## src/rtl/cfg_delay_line_if.sv

```systemverilog
// Bus bundle for cfg_delay_line: stream input, stage/tap controls, and the
// tapped/last/occupancy outputs. Clock and reset stay outside the bundle.
interface cfg_delay_line_if #(
  parameter int WIDTH = 8,
  parameter int DEPTH = 4
);
  localparam int SELW = $clog2(DEPTH + 1);

  logic             en;
  logic             flush;
  logic [WIDTH-1:0] din;
  logic             din_vld;
  logic [SELW-1:0]  tap_sel;
  logic [WIDTH-1:0] dout;
  logic             dout_vld;
  logic [WIDTH-1:0] last_dout;
  logic             last_vld;
  logic [SELW-1:0]  occ;

  // Driver side: pushes beats and picks the tap.
  modport master (
    output en, flush, din, din_vld, tap_sel,
    input  dout, dout_vld, last_dout, last_vld, occ
  );

  // Delay line side.
  modport slave (
    input  en, flush, din, din_vld, tap_sel,
    output dout, dout_vld, last_dout, last_vld, occ
  );
endinterface

```

## src/rtl/cfg_delay_line.sv

```systemverilog
// Configurable delay line: DEPTH {vld,data} stages with a global stall,
// synchronous flush, runtime output tap and a live count of valid stages.

// One pipeline stage. Holds unless shifted; clr wins over shift.
module cfg_delay_stage #(
  parameter int               WIDTH   = 8,
  parameter logic [WIDTH-1:0] RST_VAL = '0
) (
  input  logic             clk,
  input  logic             rstn,
  input  logic             shift,
  input  logic             clr,
  input  logic [WIDTH-1:0] d_in,
  input  logic             v_in,
  output logic [WIDTH-1:0] d_out,
  output logic             v_out
);
  logic [WIDTH-1:0] data_d, data_q;
  logic             vld_d,  vld_q;

  // Next stage content: clear, load from upstream, or hold.
  always_comb begin
    data_d = data_q;
    vld_d  = vld_q;
    if (clr) begin
      data_d = RST_VAL;
      vld_d  = 1'b0;
    end else if (shift) begin
      data_d = d_in;
      vld_d  = v_in;
    end
  end

  // Stage register with async clear to the idle value.
  always_ff @(posedge clk or negedge rstn) begin
    if (!rstn) begin
      data_q <= RST_VAL;
      vld_q  <= 1'b0;
    end else begin
      data_q <= data_d;
      vld_q  <= vld_d;
    end
  end

  assign d_out = data_q;
  assign v_out = vld_q;
endmodule

module cfg_delay_line #(
  parameter int               WIDTH   = 8,
  parameter int               DEPTH   = 4,
  parameter logic [WIDTH-1:0] RST_VAL = '0
) (
  input  logic               clk,
  input  logic               rstn,
  cfg_delay_line_if.slave    bus
);
  localparam int SELW = $clog2(DEPTH + 1);

  // Index 0 is the live input; index k is the output of stage k.
  logic [DEPTH:0][WIDTH-1:0] dat_pipe;
  logic [DEPTH:0]            vld_pipe;
  logic                      shift;
  logic [SELW-1:0]           eff_sel;
  logic [SELW-1:0]           occ_d, occ_q;

  assign dat_pipe[0] = bus.din;
  assign vld_pipe[0] = bus.din_vld;
  assign shift       = bus.en & ~bus.flush;

  for (genvar k = 1; k <= DEPTH; k++) begin : g_stg
    cfg_delay_stage #(.WIDTH(WIDTH), .RST_VAL(RST_VAL)) u_stg (
      .clk   (clk),
      .rstn  (rstn),
      .shift (shift),
      .clr   (bus.flush),
      .d_in  (dat_pipe[k-1]),
      .v_in  (vld_pipe[k-1]),
      .d_out (dat_pipe[k]),
      .v_out (vld_pipe[k])
    );
  end

  // Out-of-range taps (0 or >DEPTH) fall back to the last stage.
  always_comb begin
    eff_sel = SELW'(DEPTH);
    if (bus.tap_sel != '0 && bus.tap_sel <= SELW'(DEPTH))
      eff_sel = bus.tap_sel;
  end

  // Occupancy tracks beats entering minus the beat leaving the last stage;
  // full-in while full-out keeps it at DEPTH, so it cannot wrap.
  always_comb begin
    occ_d = occ_q;
    if (bus.flush)
      occ_d = '0;
    else if (bus.en)
      occ_d = occ_q + SELW'(vld_pipe[0]) - SELW'(vld_pipe[DEPTH]);
  end

  // Occupancy counter register.
  always_ff @(posedge clk or negedge rstn) begin
    if (!rstn) occ_q <= '0;
    else       occ_q <= occ_d;
  end

  // Outputs come only from registered stages, never from din.
  assign bus.dout      = dat_pipe[eff_sel];
  assign bus.dout_vld  = vld_pipe[eff_sel];
  assign bus.last_dout = dat_pipe[DEPTH];
  assign bus.last_vld  = vld_pipe[DEPTH];
  assign bus.occ       = occ_q;
endmodule
```

## src/flat_wrapper.sv

```systemverilog
// flat-port wrapper written by rule: the top's interface ports become plain ports
module cfg_delay_line_flat 
#(
  parameter int               WIDTH   = 8,
  parameter int               DEPTH   = 4,
  parameter logic [WIDTH-1:0] RST_VAL = '0
)
  (clk, rstn, bus_en, bus_flush, bus_din, bus_din_vld, bus_tap_sel, bus_dout, bus_dout_vld, bus_last_dout, bus_last_vld, bus_occ);
  cfg_delay_line_if #(.WIDTH(WIDTH), .DEPTH(DEPTH)) bus_i ();
  input  logic clk;
  input  logic rstn;
  input wire logic [$bits(bus_i.en)-1:0] bus_en;
  input wire logic [$bits(bus_i.flush)-1:0] bus_flush;
  input wire logic [$bits(bus_i.din)-1:0] bus_din;
  input wire logic [$bits(bus_i.din_vld)-1:0] bus_din_vld;
  input wire logic [$bits(bus_i.tap_sel)-1:0] bus_tap_sel;
  output wire logic [$bits(bus_i.dout)-1:0] bus_dout;
  output wire logic [$bits(bus_i.dout_vld)-1:0] bus_dout_vld;
  output wire logic [$bits(bus_i.last_dout)-1:0] bus_last_dout;
  output wire logic [$bits(bus_i.last_vld)-1:0] bus_last_vld;
  output wire logic [$bits(bus_i.occ)-1:0] bus_occ;
  assign bus_i.en = bus_en;
  assign bus_i.flush = bus_flush;
  assign bus_i.din = bus_din;
  assign bus_i.din_vld = bus_din_vld;
  assign bus_i.tap_sel = bus_tap_sel;
  assign bus_dout = bus_i.dout;
  assign bus_dout_vld = bus_i.dout_vld;
  assign bus_last_dout = bus_i.last_dout;
  assign bus_last_vld = bus_i.last_vld;
  assign bus_occ = bus_i.occ;
  cfg_delay_line #(.WIDTH(WIDTH), .DEPTH(DEPTH), .RST_VAL(RST_VAL)) u_core (.clk(clk), .rstn(rstn), .bus(bus_i));
endmodule
```

## config.mk

```make
export PLATFORM = sky130hd
export DESIGN_NAME = cfg_delay_line_flat
export DESIGN_NICKNAME = d
export VERILOG_FILES = /design/src/rtl/cfg_delay_line_if.sv /design/src/rtl/cfg_delay_line.sv /design/src/flat_wrapper.sv
export SDC_FILE = /design/constraint.sdc
export NUM_CORES = 1
export LEC_CHECK = 0
export ABC_AREA = 1
export CAP_MARGIN = 20
export CORE_UTILIZATION = 55
export CTS_BUF_LIST = sky130_fd_sc_hd__clkbuf_16
export DETAILED_ROUTE_END_ITERATION = 6
export HOLD_SLACK_MARGIN = 0.15
export PLACE_DENSITY_LB_ADDON = 0.25
export RECOVER_POWER = 100
export SLEW_MARGIN = 20
export SYNTH_ARGS = -nofsm -noshare
export SYNTH_HDL_FRONTEND = slang
export SYNTH_HIERARCHICAL = 1
export SYNTH_SLANG_ARGS = --single-unit
```

## constraint.sdc

```tcl
create_clock -name clk -period 4.8 [get_ports clk]
set_input_delay 0.48 -clock clk [delete_from_list [all_inputs] [get_ports clk]]
set_output_delay 0.48 -clock clk [all_outputs]
set_load 0.02 [all_outputs]
```

---- Yosys cells after proc, flatten, opt, wreduce, memory -nomap -nowiden ----
Cells that the tools add are included.
storage, ports and cells
  register bits ........................... 39
  bits in latches ......................... 0
  bits in writable memories ............... 0
  bits in read-only memories .............. 0
  input port bits ......................... 16
  output and inout port bits .............. 21
  logic and storage cells ................. 42
  memories kept ........................... 0
cells by class
  add/sub/neg operators ................... 2
  multiply operators ...................... 0
  divide/modulo/power cells ............... 0
  order comparisons ....................... 2
  eq/ne operators ......................... 0
  shift operators ......................... 0
  multiplexer cells ....................... 23
  bitwise logic cells ..................... 2
  reduce and logical (&&, ||, !) cells .... 4
operator list
  kind                                                        number
  two-way mux 8 bit                                           9
  binary-select mux 8 bit (select 3 bit)                      1
  two-way mux 1 bit                                           9
  two-way mux 3 bit                                           3
  less-than comparator 3 x 4 -> 1 bit, second input constant  1
  nonzero test 2 bit                                          2
  adder 3 x 1 -> 3 bit                                        1
  binary-select mux 1 bit (select 3 bit)                      1
  <= comparator 3 bit, second input constant                  1
  nonzero test 3 bit                                          1
  subtractor 3 x 1 -> 3 bit                                   1
  bitwise AND 1 bit                                           1
  logical AND 1 bit                                           1
  inverter 1 bit                                              1

---- Depth between registers and ports, before layout ----
  depth after elaboration ................. 5
  depth in mapped cells ................... 11
  depth with buffers taken out ............ 11

---- Modules after synthesis ----
Netlist, hierarchy kept.
modules (own cells, without submodules)
  module           instances  cells an instance  area each (µm²)  sequential area each (µm²)
  cfg_delay_stage  4          39                 372.9            225.2
  cfg_delay_line   1          120                671.9            75.1

---- Worst setup path after synthesis ----
OpenSTA, ideal clock, no wires.
  path kind ............................... input-to-output
  start ................................... input bus_tap_sel[0]
  end ..................................... output bus_dout[0]
  arrival ................................. 1.977 ns
  data required time ...................... 4.320 ns
  setup slack ............................. 2.343 ns
  stages on the path ...................... 9
  buffers on the path ..................... 2
  cells stage by stage .................... buf_4 > buf_6 > or2_1 > ha_1 > inv_2 > nand2_4 > nor3b_4 > nand2_1 > nand2_1
on the way
  cells in the longest elaborated chain, start to end .. 5
  elaborated cells on any way between the ends .. 6
  those cells by class .................... order compare (1); mux (3); reduce/logical (2)
ends and longest elaborated chain
  element                                                    line                   RTL
  from (decl)                                                flat_wrapper.sv:16     input wire logic [$bits(bus_i.tap_sel)-1:0] bus_tap_sel;
  <= comparator 3 bit or nonzero test 3 bit (tied branches)  cfg_delay_line.sv:87   if (bus.tap_sel != '0 && bus.tap_sel <= SELW'(DEPTH))
  logical AND 1 bit                                          cfg_delay_line.sv:87
  two-way mux 3 bit (*)                                      cfg_delay_line.sv:87
  binary-select mux 8 bit (select 3 bit) (*)                 cfg_delay_line.sv:108  assign bus.dout = dat_pipe[eff_sel];
  two-way mux 8 bit (not written as such) (*)                cfg_delay_line.sv:108
  to (decl)                                                  flat_wrapper.sv:17     output wire logic [$bits(bus_i.dout)-1:0] bus_dout;
Mark *: on every way between the ends. The rest lies on a longest branch, timed or not. The select of a mux whose other input is x is not followed.

---- Worst setup path after layout ----
  start ................................... input bus_tap_sel[0]
  end ..................................... output bus_dout_vld
on the way
  cells in the longest elaborated chain, start to end .. 5
  elaborated cells on any way between the ends .. 6
  those cells by class .................... order compare (1); mux (3); reduce/logical (2)
ends and longest elaborated chain
  element                                                    line                   RTL
  <= comparator 3 bit or nonzero test 3 bit (tied branches)  cfg_delay_line.sv:87
  logical AND 1 bit                                          cfg_delay_line.sv:87
  two-way mux 3 bit (*)                                      cfg_delay_line.sv:87
  binary-select mux 1 bit (select 3 bit) (*)                 cfg_delay_line.sv:109  assign bus.dout_vld = vld_pipe[eff_sel];
  two-way mux 1 bit (not written as such) (*)                cfg_delay_line.sv:109
  to (decl)                                                  flat_wrapper.sv:18     output wire logic [$bits(bus_i.dout_vld)-1:0] bus_dout_vld;
Marked as above.

==> summary.txt <==
Route
  – Total wire length: 4970 um
  – Avg Vias per Cell: 5.53
  – First-pass DRT Iterations: 5
  – Post-DR wirelength/cell: 13.7 um
  – Detail Route Antenna Nets: 0
  – Initial drt markers: 149
  – Vias: 2003
  – # DRC: 0

Global routing
  – Number of global-route vias before repair: 1845
  – Gr usage total: 26.8%
  – Largest net degree at the start of global routing: 40
  – Initial antenna violation count: 0
  – First-pass GRT wire length: 8560 um
  – Global route total overflow: 0

CTS
  – Latest clock arrival within the worst-skew pair: 0.28 ns
  – Clk root buf: clkbuf_16
  – Post-CTS Hold Buffers: 0
  – Clk buf depth: 2
  – Clock Sink Count: 39
  – Post_cts resized: 0
  – Clock slew seen by the registers of the worst setup and hold paths: 0.05 ns
  – Post-CTS setup buffers: 0
  – CTS tree: yes
  – H-tree depth: 2
  – CTS Buf Count: 5

Timing
  – Final hold viol count: 0
  – Slew margin rel.: -40.0%
  – Unrepaired setup endpoints after global routing: no
  – Hold_ws: 0.489 ns
  – Fmax: 0.249 GHz
  – Max-slew violation count: 40
  – Clk_skew: 0.00148 ns
  – Post-route setup TNS: 0 ns
  – Final setup violation count: 0
  – Least-Margin Pin Slew: 2.10 ns
  – Final worst setup slack: 0.784 ns
  – Period utilization: 83.7%
  – Min cycle time layout: 4.02 ns

Synth
  – Synth Register Bits: 39
  – Synth Cell Area: 2160 um^2
  – Syn nets: 296
  – Post-synthesis area per instance: 7.84 um^2
  – Synth cell types: 21
  – Warning count from the yosys run: 6
  – Post-synthesis sequential area ratio: 45.1%
  – Gate Count Post-Synth: 276

Worst setup path
  – Max incr delay on CP: 0.67 ns
  – Setup CP Type: in2out
  – Critical Path AT: 3.54 ns
  – Crit end category: output pin
  – Req. time, crit path: 4.32 ns
  – Slowest cell on crit path: dlygate4sd3_1
  – Worst Path Max Fanout: 20
  – Critical path origin: bus_tap_sel[0]
  – CP top delay family: buffers and inverters
  – Crit start category: primary input
  – Worst path most repeated cell: nand2_1
  – FF-to-FF Start: u_core/g_stg[4].u_stg/v_out
  – Worst-path cell chain: clkdlybuf4s50_1, buf_4, or2_1, ha_1, inv_2, nand2_1, nor3b_4, nand2_1, nand2_1, dlygate4sd3_1
  – Buf/Inv on CP: 4

Pwr
  – Pleak: 0.00140 uW
  – VDD IR max: 0.213 mV
  – Total power: 813 uW
  – Pwr dens: 313 nW/um^2

Cells and area
  – Antenna diodes: 0
  – Area delta synth->final: 20.2%
  – Most frequent cells in the layout: nand2_1, nand3_1, dfrtp_1, dlygate4sd3_1, clkdlybuf4s50_1
  – Net count, final: 333
  – FILL cells: 309
  – Layout cells sized above 1: 5.10%
  – Post-route cell area: 2600 um^2
  – Leading cell type in the layout, fill and taps excluded: nand2_1

Floorplan
  – Die Ht: 64.7 um
  – Core ar.: 3720 um^2
  – Die width: 64.7 um
  – I/O Pins: 37
  – Initial Util: 58.2%
  – Die area: 4190 um^2
  – Placement Rows: 22

Place
  – Post-DP HPWL: 3510 um
  – Port bufs: 36
  – DP Area: 2520 um^2
  – RePlAce Congestion: 0.864
  – Pre-CTS WS: 1.17 ns

Outcome
  – Status: finished with violations
  – Failing checks: max-capacitance violations, max-slew violations

Min path
  – Hold Crit Class: reg2reg
  – Hold Path Origin: u_core/g_stg[4].u_stg/d_out[0]

Job
  – Max Cap Violations: 1
[cell usage after synthesis]
master / count / area share, %
nand3_1: 81 / 19
o21ai_0: 1 / 0.23
inv_1: 9 / 1.6
buf_2: 3 / 0.69
nor2_1: 2 / 0.35
or2_1: 1 / 0.29
o22ai_1: 1 / 0.29
nand2_1: 113 / 20
or2_2: 1 / 0.29
nand4_1: 1 / 0.29
buf_6: 6 / 3.1
nor3b_4: 1 / 0.87
dfrtp_1: 39 / 45
clkinv_1: 1 / 0.17
a31oi_1: 1 / 0.29
fa_1: 1 / 0.93
ha_1: 3 / 1.7
nor2_8: 4 / 3.7
inv_2: 5 / 0.87
nand2_4: 1 / 0.52
buf_4: 1 / 0.35
[sequential cells by signal, summed over array words and instances (netlist names)]
name                      cells
u_core/g_stg.u_stg/v_out      4
u_core/g_stg.u_stg/d_out     32
u_core/bus.occ                3
[through the flow]
stage | util [%] | cells
after CTS | 72.2 | 362
after global routing | 70.0 | 362
final | 70.0 | 362
after detailed placement | 67.8 | 354
after floorplan | - | 276
after global placement | 67.8 | 354
[worst min-delay path, stage by stage (launching register included)]
cell and delay [ns]:
dfrtp_1 0.36, nand2_1 0.06, nand2_1 0.04
[kinds of logic (layout without fill, tap and decap cells)]
logic type	Yosys count	in the layout	synth area share (%)
AO/OA/AOI/OAI	3	3	0.810
adder cells (fa/ha/maj)	4	4	2.66
flip-flops	39	39	45.1
AND/OR/NAND/NOR	205	205	44.7
buffers and inverters	25	63	6.77
[where the power goes]
part / leakage [uW] / total [uW] / switching (uW) / internal, uW
sequential: 0.000540 / 341 / 5.65 / 336
combinational: 0.000781 / 108 / 70.0 / 37.8
clock: 0.0000812 / 364 / 122 / 242
total: 0.00140 / 813 / 197 / 615
[path summary, 6_finish.rpt]
| path | end | slack, ns | cells past startpoint |
|---|---|---|---|
| worst max register to register | u_core/bus.occ[2] | 3.03 | 9 |
| min in group asynchronous | u_core/g_stg[4].u_stg/d_out[6] | 0.81 | 1 |
| max in group asynchronous | u_core/g_stg[2].u_stg/d_out[5] | 2.79 | 1 |
| worst min register to register | u_core/g_stg[4].u_stg/d_out[0] | 0.49 | 2 |
| worst max-delay path | bus_dout_vld | 0.78 | 10 |
| worst min-delay path | u_core/g_stg[4].u_stg/d_out[0] | 0.49 | 2 |
[area by class of cell]
type	count	area, um^2	area share, %
clock buffer	5	125	4.81
timing repair buffer	40	377	14.5
tap	48	60.1	2.31
clock inverter	3	38.8	1.49
sequential	39	976	37.5
multi-input combinational	212	968	37.2
inverter	15	56.3	2.16
[routing by layer]
metal | part of all wire (%) | up-vias | GRT usage (%)
li1 | - | 978 | -
met1 | 46 | 943 | 36.1
met2 | 48 | 76 | 43.6
met3 | 4.6 | 6 | 5.28
met4 | 0.91 | 0 | 7.78
met5 | 0 | - | 0
Power figures use the tool's default switching activity.
